**src/rtl/pulse_stretcher.sv**
```systemverilog
// Stretches single-cycle pulses into fixed-width level pulses (queue or retrigger mode).
// Ports: clock, reset_n, sp_in, retrigger -> hold_out, busy, pending[PEND_W], overflow.
module pulse_stretcher #(
  parameter int HOLD_CYCLES = 8,
  parameter int GAP_CYCLES  = 2,
  parameter int MAX_PENDING = 7,
  parameter int PEND_W      = 3
) (
  input  logic              clock,
  input  logic              reset_n,
  input  logic              sp_in,
  input  logic              retrigger,
  output logic              hold_out,
  output logic              busy,
  output logic [PEND_W-1:0] pending,
  output logic              overflow
);

  localparam int CMAX =
    (HOLD_CYCLES > GAP_CYCLES) ? HOLD_CYCLES : GAP_CYCLES;
  localparam int CW = $clog2(CMAX + 1);

  localparam logic [CW-1:0] HOLD_LD = CW'(HOLD_CYCLES - 1);
  localparam logic [CW-1:0] GAP_LD  = CW'(GAP_CYCLES - 1);
  localparam logic [PEND_W-1:0] MAX_P = PEND_W'(MAX_PENDING);

  typedef enum logic [1:0] {
    IDLE,
    HIGH,
    GAP
  } state_e;

  state_e            state_q, state_d;
  logic [CW-1:0]     cnt_q, cnt_d;
  logic [PEND_W-1:0] pend_q, pend_d;
  logic              hold_q, busy_q, ovf_q, ovf_d;
  logic              inc, dec;

  // cnt_q counts down the remaining cycles of the current phase;
  // a phase ends when it reads zero.
  always_comb begin
    state_d = state_q;
    cnt_d   = cnt_q;
    inc     = 1'b0;
    dec     = 1'b0;
    unique case (state_q)
      IDLE: begin
        if (sp_in || pend_q != '0) begin
          state_d = HIGH;
          cnt_d   = HOLD_LD;
          // a live pulse is served directly, the queue waits
          dec     = !sp_in;
        end
      end
      HIGH: begin
        inc = sp_in && !retrigger;
        if (sp_in && retrigger) begin
          cnt_d = HOLD_LD;
        end else if (cnt_q == '0) begin
          state_d = GAP;
          cnt_d   = GAP_LD;
        end else begin
          cnt_d = cnt_q - 1'b1;
        end
      end
      GAP: begin
        inc = sp_in;
        if (cnt_q != '0) begin
          cnt_d = cnt_q - 1'b1;
        end else if (sp_in || pend_q != '0) begin
          // a pulse in the last gap cycle is queued and
          // consumed at once, netting to no change
          state_d = HIGH;
          cnt_d   = HOLD_LD;
          dec     = 1'b1;
        end else begin
          state_d = IDLE;
        end
      end
      default: begin
        state_d = IDLE;
        cnt_d   = '0;
      end
    endcase
  end

  always_comb begin
    pend_d = pend_q;
    ovf_d  = 1'b0;
    unique case (1'b1)
      (inc && !dec): begin
        if (pend_q == MAX_P) ovf_d  = 1'b1;
        else                 pend_d = pend_q + 1'b1;
      end
      (dec && !inc): pend_d = pend_q - 1'b1;
      default:       pend_d = pend_q;
    endcase
  end

  always_ff @(posedge clock or negedge reset_n) begin
    if (!reset_n) begin
      state_q <= IDLE;
      cnt_q   <= '0;
      pend_q  <= '0;
      hold_q  <= 1'b0;
      busy_q  <= 1'b0;
      ovf_q   <= 1'b0;
    end else begin
      state_q <= state_d;
      cnt_q   <= cnt_d;
      pend_q  <= pend_d;
      hold_q  <= (state_d == HIGH);
      busy_q  <= (state_d != IDLE) || (pend_d != '0);
      ovf_q   <= ovf_d;
    end
  end

  assign hold_out = hold_q;
  assign busy     = busy_q;
  assign pending  = pend_q;
  assign overflow = ovf_q;

endmodule

```
**config.mk**
```make
export PLATFORM = sky130hd
export DESIGN_NAME = pulse_stretcher
export DESIGN_NICKNAME = d
export VERILOG_FILES = /design/src/rtl/pulse_stretcher.sv
export SDC_FILE = /design/constraint.sdc
export NUM_CORES = 1
export LEC_CHECK = 0
export CORE_MARGIN = 3
export CORE_UTILIZATION = 46
export DETAILED_ROUTE_END_ITERATION = 10
export MAX_ROUTING_LAYER = met4
export PLACE_DENSITY = 0.67
export SYNTH_ARGS = -nofsm -noshare
export SYNTH_HDL_FRONTEND = slang
export SYNTH_SLANG_ARGS = --single-unit
export TNS_END_PERCENT = 10
```
**constraint.sdc**
```tcl
create_clock -name clock -period 3.1 [get_ports clock]
set_input_delay 0.31 -clock clock [delete_from_list [all_inputs] [get_ports clock]]
set_output_delay 0.31 -clock clock [all_outputs]
set_load 0.05 [all_outputs]
```
==> Word level (Yosys, flattened, before mapping) <==
Index checks and enable logic that the tools add are counted.
Widths: inputs -> output; s select.
{ "word_totals": {"ff_bits": 12, "in_bits": 4, "elab_cells": 49, "out_inout_bits": 6} }
{ "op_classes": {"n_reduce_logical": 16, "muxes": 20, "n_eq_ne": 4, "n_addsub": 3} }
{ "ops": {"columns": ["op", "count"], "rows": [
  ["$mux 4", 4],
  ["$pmux 4 s3", 1],
  ["$mux 2", 4],
  ["$mux 1", 6],
  ["$pmux 2 s3", 1],
  ["$pmux 3 s2", 1],
  ["$reduce_bool 3->1", 2],
  ["$eq 2x1->1 const B", 2],
  ["$logic_and 1x1->1", 4],
  ["$logic_not 1->1", 4],
  ["$logic_not 4->1", 1],
  ["$pmux 1 s2", 2],
  ["$reduce_bool 4->1", 1],
  ["$sub 4x1->4 const B", 1],
  ["$add 3x1->3 const B", 1],
  ["$eq 3x3->1 const B", 1],
  ["$mux 3", 1],
  ["$sub 3x1->3 const B", 1],
  ["$eq 2x2->1 const B", 1],
  ["$logic_not 2->1", 1],
  ["$logic_or 1x1->1", 2],
  ["$reduce_bool 2->1", 1]
]} }

==> Depth between registers and ports, before layout <==
{ "depth": {"word_depth": 10, "ltp_mapped": 13, "ltp_nobuf": 13} }

==> Least setup slack after synthesis <==
No wires, ideal clock.
{ "synth_path": {"kind": "register -> register", "startpoint": "reg pend_q[0] (netlist: pending[0])", "endpoint": "reg busy_q (netlist: busy)", "path_stages_with_launch": 10, "path_buffers": 0, "arrival_time_ns": 2.653, "path_slack_ns": 0.309, "synth_period_minus_slack_ns": 2.791, "required_ns": 2.962, "setup_ns": 0.138, "path_cell_list": "dfrtp_1 -> inv_1 -> ha_1 -> or3b_2 -> and2_1 -> ha_1 -> nor2_1 -> mux2i_1 -> o221ai_1 -> or4_1"} }
{ "synth_between": {"elab_chain_cells": 10, "elab_cells_between_ends": 21, "cone_classes": "add/sub: 2; eq/ne: 1; mux: 10; reduce/logical: 8"} }
{ "synth_rtl": {"columns": ["element", "line", "rtl"], "rows": [
  ["start: declaration", "35", "logic [PEND_W-1:0] pend_q, pend_d;"],
  ["start signal: assignment", "111", "pend_q <= pend_d;"],
  ["$reduce_bool 3->1", "48, 70", null],
  ["$logic_or 1x1->1", "48, 70", null],
  ["$mux 1", "70", "end else if (sp_in || pend_q != '0) begin"],
  ["$mux 1", "68", "if (cnt_q != '0) begin"],
  ["$pmux 1 s2", "46", "unique case (state_q)"],
  ["$logic_not 1->1", "91", "(inc && !dec): begin"],
  ["$logic_and 1x1->1", "91", null],
  ["$pmux 3 s2 (*)", "90", "unique case (1'b1)"],
  ["net pend_d[2]", "35", null],
  ["$reduce_bool 3->1 (*)", "113", "busy_q <= (state_d != IDLE) || (pend_d != '0);"],
  ["$logic_or 1x1->1 (*)", "113", null],
  ["end signal: assignment", "113", null],
  ["end: declaration", "36", "logic hold_q, busy_q, ovf_q, ovf_d;"]
]} }
Mark *: on every way through the listed nets, which the timed path passes. The rest lies on a longest branch.

==> Worst setup path in the final report <==
{ "layout_path": {"startpoint": "reg cnt_q[0]", "endpoint": "reg busy_q (netlist: busy)"} }
{ "layout_between": {"elab_chain_cells": 8, "elab_cells_between_ends": 15, "cone_classes": "mux: 7; reduce/logical: 8"} }
{ "layout_rtl": {"columns": ["element", "line", "rtl"], "rows": [
  ["start: declaration", "34", "logic [CW-1:0] cnt_q, cnt_d;"],
  ["start signal: assignment", "110", "cnt_q <= cnt_d;"],
  ["$reduce_bool 4->1", "68", null],
  ["$mux 1", "68", null],
  ["$pmux 1 s2", "46", null],
  ["$logic_not 1->1", "91", null],
  ["$logic_and 1x1->1", "91", null],
  ["$pmux 3 s2", "90", null],
  ["$reduce_bool 3->1", "113", null],
  ["$logic_or 1x1->1 (*)", "113", null]
]} }
Mark *: on every way between the ends. The rest lies on a longest branch, timed or not.

==> flow_summary.json <==
{
  "worstReg2RegStart": "cnt_q[0]",
  "final_wl_mm": 2.076,
  "synth-seq-cells": 12,
  "overflow": 0,
  "finalHoldViolCount": 0,
  "area_delta_synth_final_pct": 18.09,
  "cts_htree_levels": 1,
  "synth.top_cell.area_share_pct": 33.66,
  "max_slew.worst_pin.slew_ps": 574.4,
  "cp_num_buf_inv": 2,
  "startpoint": "cnt_q[0]",
  "worst_path_max_delay_cell": "sky130_fd_sc_hd__dfrtp_1",
  "slew_viol_final": 0,
  "cts-root-buf": "sky130_fd_sc_hd__clkbuf_4",
  "top_level_pins": 10,
  "grt_max_degree": 13,
  "fin_setup_tns_ps": 0,
  "p_leak_nw": 0.4751,
  "worstPathArrival_ps": 2940,
  "placement_rows": 15,
  "cp_slowest_stage_delay_ps": 450,
  "ys_warn_count": 0,
  "critical_path_required_ps": 3260,
  "cts_buffers": 3,
  "rsz0062_at_grt": "false",
  "initial_core_utilization_pct": 50.04,
  "number_of_antenna_violations_at_the_first_check_in_global_routing": 0,
  "via_per_inst": 5.844,
  "max_freq_mhz": 359.9,
  "post_synth_main_area_contributors": "sky130_fd_sc_hd__dfrtp_1 (34%), sky130_fd_sc_hd__ha_1 (14%), sky130_fd_sc_hd__o21ai_0 (6.2%), sky130_fd_sc_hd__a21oi_1 (5.0%), sky130_fd_sc_hd__nand2_1 (5.0%)",
  "path_max_fanout": 6,
  "powerDensity_nw_per_um2": 1168,
  "grt_first_pass_wirelength_mm": 3.498,
  "net_count_of_the_finished_layout": 131,
  "ys_seq_area_share_pct": 33.66,
  "gp_congestion": 0.9028,
  "maxCapViolCount": 0,
  "ys_async_sr_fraction_pct": 100.0,
  "die-height_um": 50.04,
  "tritoncts_clock_tree": "built",
  "synth_cell_type_count": 35,
  "critical_path.endpoint_type": "flop",
  "layout-drive-gt1-share_pct": 12.07,
  "max_slew_margin_pct": 61.59,
  "hold_path.class": "in2async",
  "dp_hpwl_mm": 1.499,
  "die_area_sq_um": 2504,
  "route.antenna.remaining_nets": 0,
  "timing.critical_path.from_type": "flop",
  "antennaDiodeCount": 0,
  "outcome": "finished clean",
  "vias_in_the_first_global_route": 781,
  "initialDrtViolationCount": 15,
  "netlist_area_sq_um": 892.1,
  "cts.sink_count": 12,
  "hold_slack_ps": 384.4,
  "fin_skew_ps": 8.519,
  "synth_top_cell_by_area": "sky130_fd_sc_hd__dfrtp_1",
  "number_of_iterations_in_the_first_detailed_routing_pass": 4,
  "cts_resized": 0,
  "syn_avg_cell_area_sq_um": 8.746,
  "crit_family": "simple AND/OR/NAND/NOR gates",
  "synth_flop_cell": "sky130_fd_sc_hd__dfrtp_1",
  "drt-wirelength-per-cell_um": 14.72,
  "post_cts_buffers": 0,
  "worst_skew_pair.late_latency_ps": 280,
  "setup-violations-final": 0,
  "clock_tree.buffer_depth": 2,
  "cp_cell_sequence": "inv_1, ha_1, nor3b_2, nand2_1, o21ai_0, and2_1, inv_1, ha_1, and3_1, or2_1, o21ai_0, o211ai_1, or4_1",
  "maximum_resistive_drop_on_vdd_uv": 451.0,
  "cts.clk_slew.worst_paths_ps": 90,
  "post-route-period-util_pct": 89.64,
  "die-width_um": 50.04,
  "routed-via-count": 824,
  "critical_path_class": "reg2reg",
  "cts_hold_buffers": 0,
  "number_of_enable_flip_flop_cells_after_synthesis": 0,
  "post-route-drc-count": 0,
  "io_buffers": 9,
  "synth.net_count": 116,
  "finalCriticalPeriod_ps": 2779,
  "postSynthCellCount": 102,
  "gr-usage-all-layers_pct": 18.36,
  "coreArea_sq_um": 1783
}
==> layout make-up <==
class / count / area [sq um]
flip-flops and latches: 12 / 300.3
inverters: 10 / 37.54
multi-input cells: 78 / 535.5
repair buffers: 12 / 112.6
well taps: 25 / 31.28
fillers: 163 / 729.5
clock buffers: 4 / 36.28
==> where the power goes <==
part           leakage (nW)  switching (W)  total (W)  internal [W]
Sequential            0.151      0.0000866   0.000315      0.000229
Combinational         0.303       0.000455   0.000783      0.000328
Clock                0.0210      0.0000607   0.000132     0.0000715
Total                 0.475       0.000602    0.00123      0.000628
==> worst register-to-register path: stages, from the launching register on <==
cell,delay [ps]
sky130_fd_sc_hd__dfrtp_1,450
sky130_fd_sc_hd__inv_1,100
sky130_fd_sc_hd__ha_1,230
sky130_fd_sc_hd__nor3b_2,240
sky130_fd_sc_hd__nand2_1,70
sky130_fd_sc_hd__o21ai_0,70
sky130_fd_sc_hd__and2_1,170
sky130_fd_sc_hd__inv_1,50
sky130_fd_sc_hd__ha_1,230
sky130_fd_sc_hd__and3_1,210
sky130_fd_sc_hd__or2_1,240
sky130_fd_sc_hd__o21ai_0,90
sky130_fd_sc_hd__o211ai_1,100
sky130_fd_sc_hd__or4_1,410
==> routing by layer <==
metal  global-route usage (%)  up-vias  routed length [um]  share of wire [%]
met3                    3.625        4                 148                7.1
met5                        -        -                   0                  0
met2                    24.13       42                 914                 44
met1                    26.16      387                 976                 47
li1                         -      391                   -                  -
met4                    9.217        0                  38                1.8
==> flip-flops by register name, indices dropped and copies added (netlist names) <==
register	flops
busy	1
cnt_q	4
hold_out	1
overflow	1
pending	3
state_q	2
==> cells in the final DEF (no fill, tap or decap), types with 2 or more instances in the layout <==
cell type / count
sky130_fd_sc_hd__nand2_1: 12
sky130_fd_sc_hd__dfrtp_1: 12
sky130_fd_sc_hd__o21ai_0: 11
sky130_fd_sc_hd__inv_1: 10
sky130_fd_sc_hd__ha_1: 10
sky130_fd_sc_hd__a21oi_1: 9
sky130_fd_sc_hd__clkdlybuf4s50_1: 9
sky130_fd_sc_hd__o211ai_1: 3
sky130_fd_sc_hd__nor2_1: 3
sky130_fd_sc_hd__clkbuf_4: 3
sky130_fd_sc_hd__buf_4: 3
sky130_fd_sc_hd__nor2b_1: 2
sky130_fd_sc_hd__nor3b_2: 2
sky130_fd_sc_hd__nand3_1: 2
sky130_fd_sc_hd__mux2i_1: 2
sky130_fd_sc_hd__nor3_1: 2
==> logic make-up (layout without fill, tap and decap cells) <==
| logic type | after synthesis | in the layout | synth area share [%] |
|---|---|---|---|
| buf+inv | 12 | 26 | 6.312 |
| compound gates | 33 | 33 | 22.86 |
| xor+xnor | 1 | 1 | 0.9819 |
| flops | 12 | 12 | 33.66 |
| fa+ha+maj | 10 | 10 | 14.03 |
| mux | 2 | 2 | 2.244 |
| simple gates | 32 | 32 | 19.92 |
==> stage by stage <==
| stage | utilization, % | std cells | instance area, sq um | setup slack (ps) | power (W) |
|---|---|---|---|---|---|
| detailed placement | 57.05 | 137 | 1017 | 204.8 | 0.001081 |
| finish | 59.09 | 141 | 1054 | 321.3 | 0.001230 |
| global placement | 57.05 | 137 | 1017 | 291.3 | 0.001070 |
| global route | 59.09 | 141 | 1054 | 107.5 | 0.001323 |
| CTS | 59.09 | 141 | 1054 | 334.5 | 0.001220 |
| floorplan | - | 102 | 892.1 | 308.9 | 0.0008718 |
==> worst paths after layout <==
kind,to,slack (ps),depth (start not counted)
worst max-delay path,busy,320,13
worst min-delay path,cnt_q[2],380,1
worst max register to register,busy,320,13
worst min register to register,pending[1],590,2
max in group asynchronous,overflow,2330,1
min in group clock,pending[1],590,2
==> cells in the mapped netlist (2+ instances only) <==
| cell | instances |
|---|---|
| sky130_fd_sc_hd__mux2i_1 | 2 |
| sky130_fd_sc_hd__inv_1 | 10 |
| sky130_fd_sc_hd__nor2_1 | 3 |
| sky130_fd_sc_hd__nor3b_2 | 2 |
| sky130_fd_sc_hd__dfrtp_1 | 12 |
| sky130_fd_sc_hd__nor2b_1 | 2 |
| sky130_fd_sc_hd__a21oi_1 | 9 |
| sky130_fd_sc_hd__nand2_1 | 12 |
| sky130_fd_sc_hd__ha_1 | 10 |
| sky130_fd_sc_hd__o21ai_0 | 11 |
| sky130_fd_sc_hd__nor3_1 | 2 |
| sky130_fd_sc_hd__nand3_1 | 2 |
| sky130_fd_sc_hd__o211ai_1 | 3 |
Note: power is estimated with default switching activity, not from simulation.
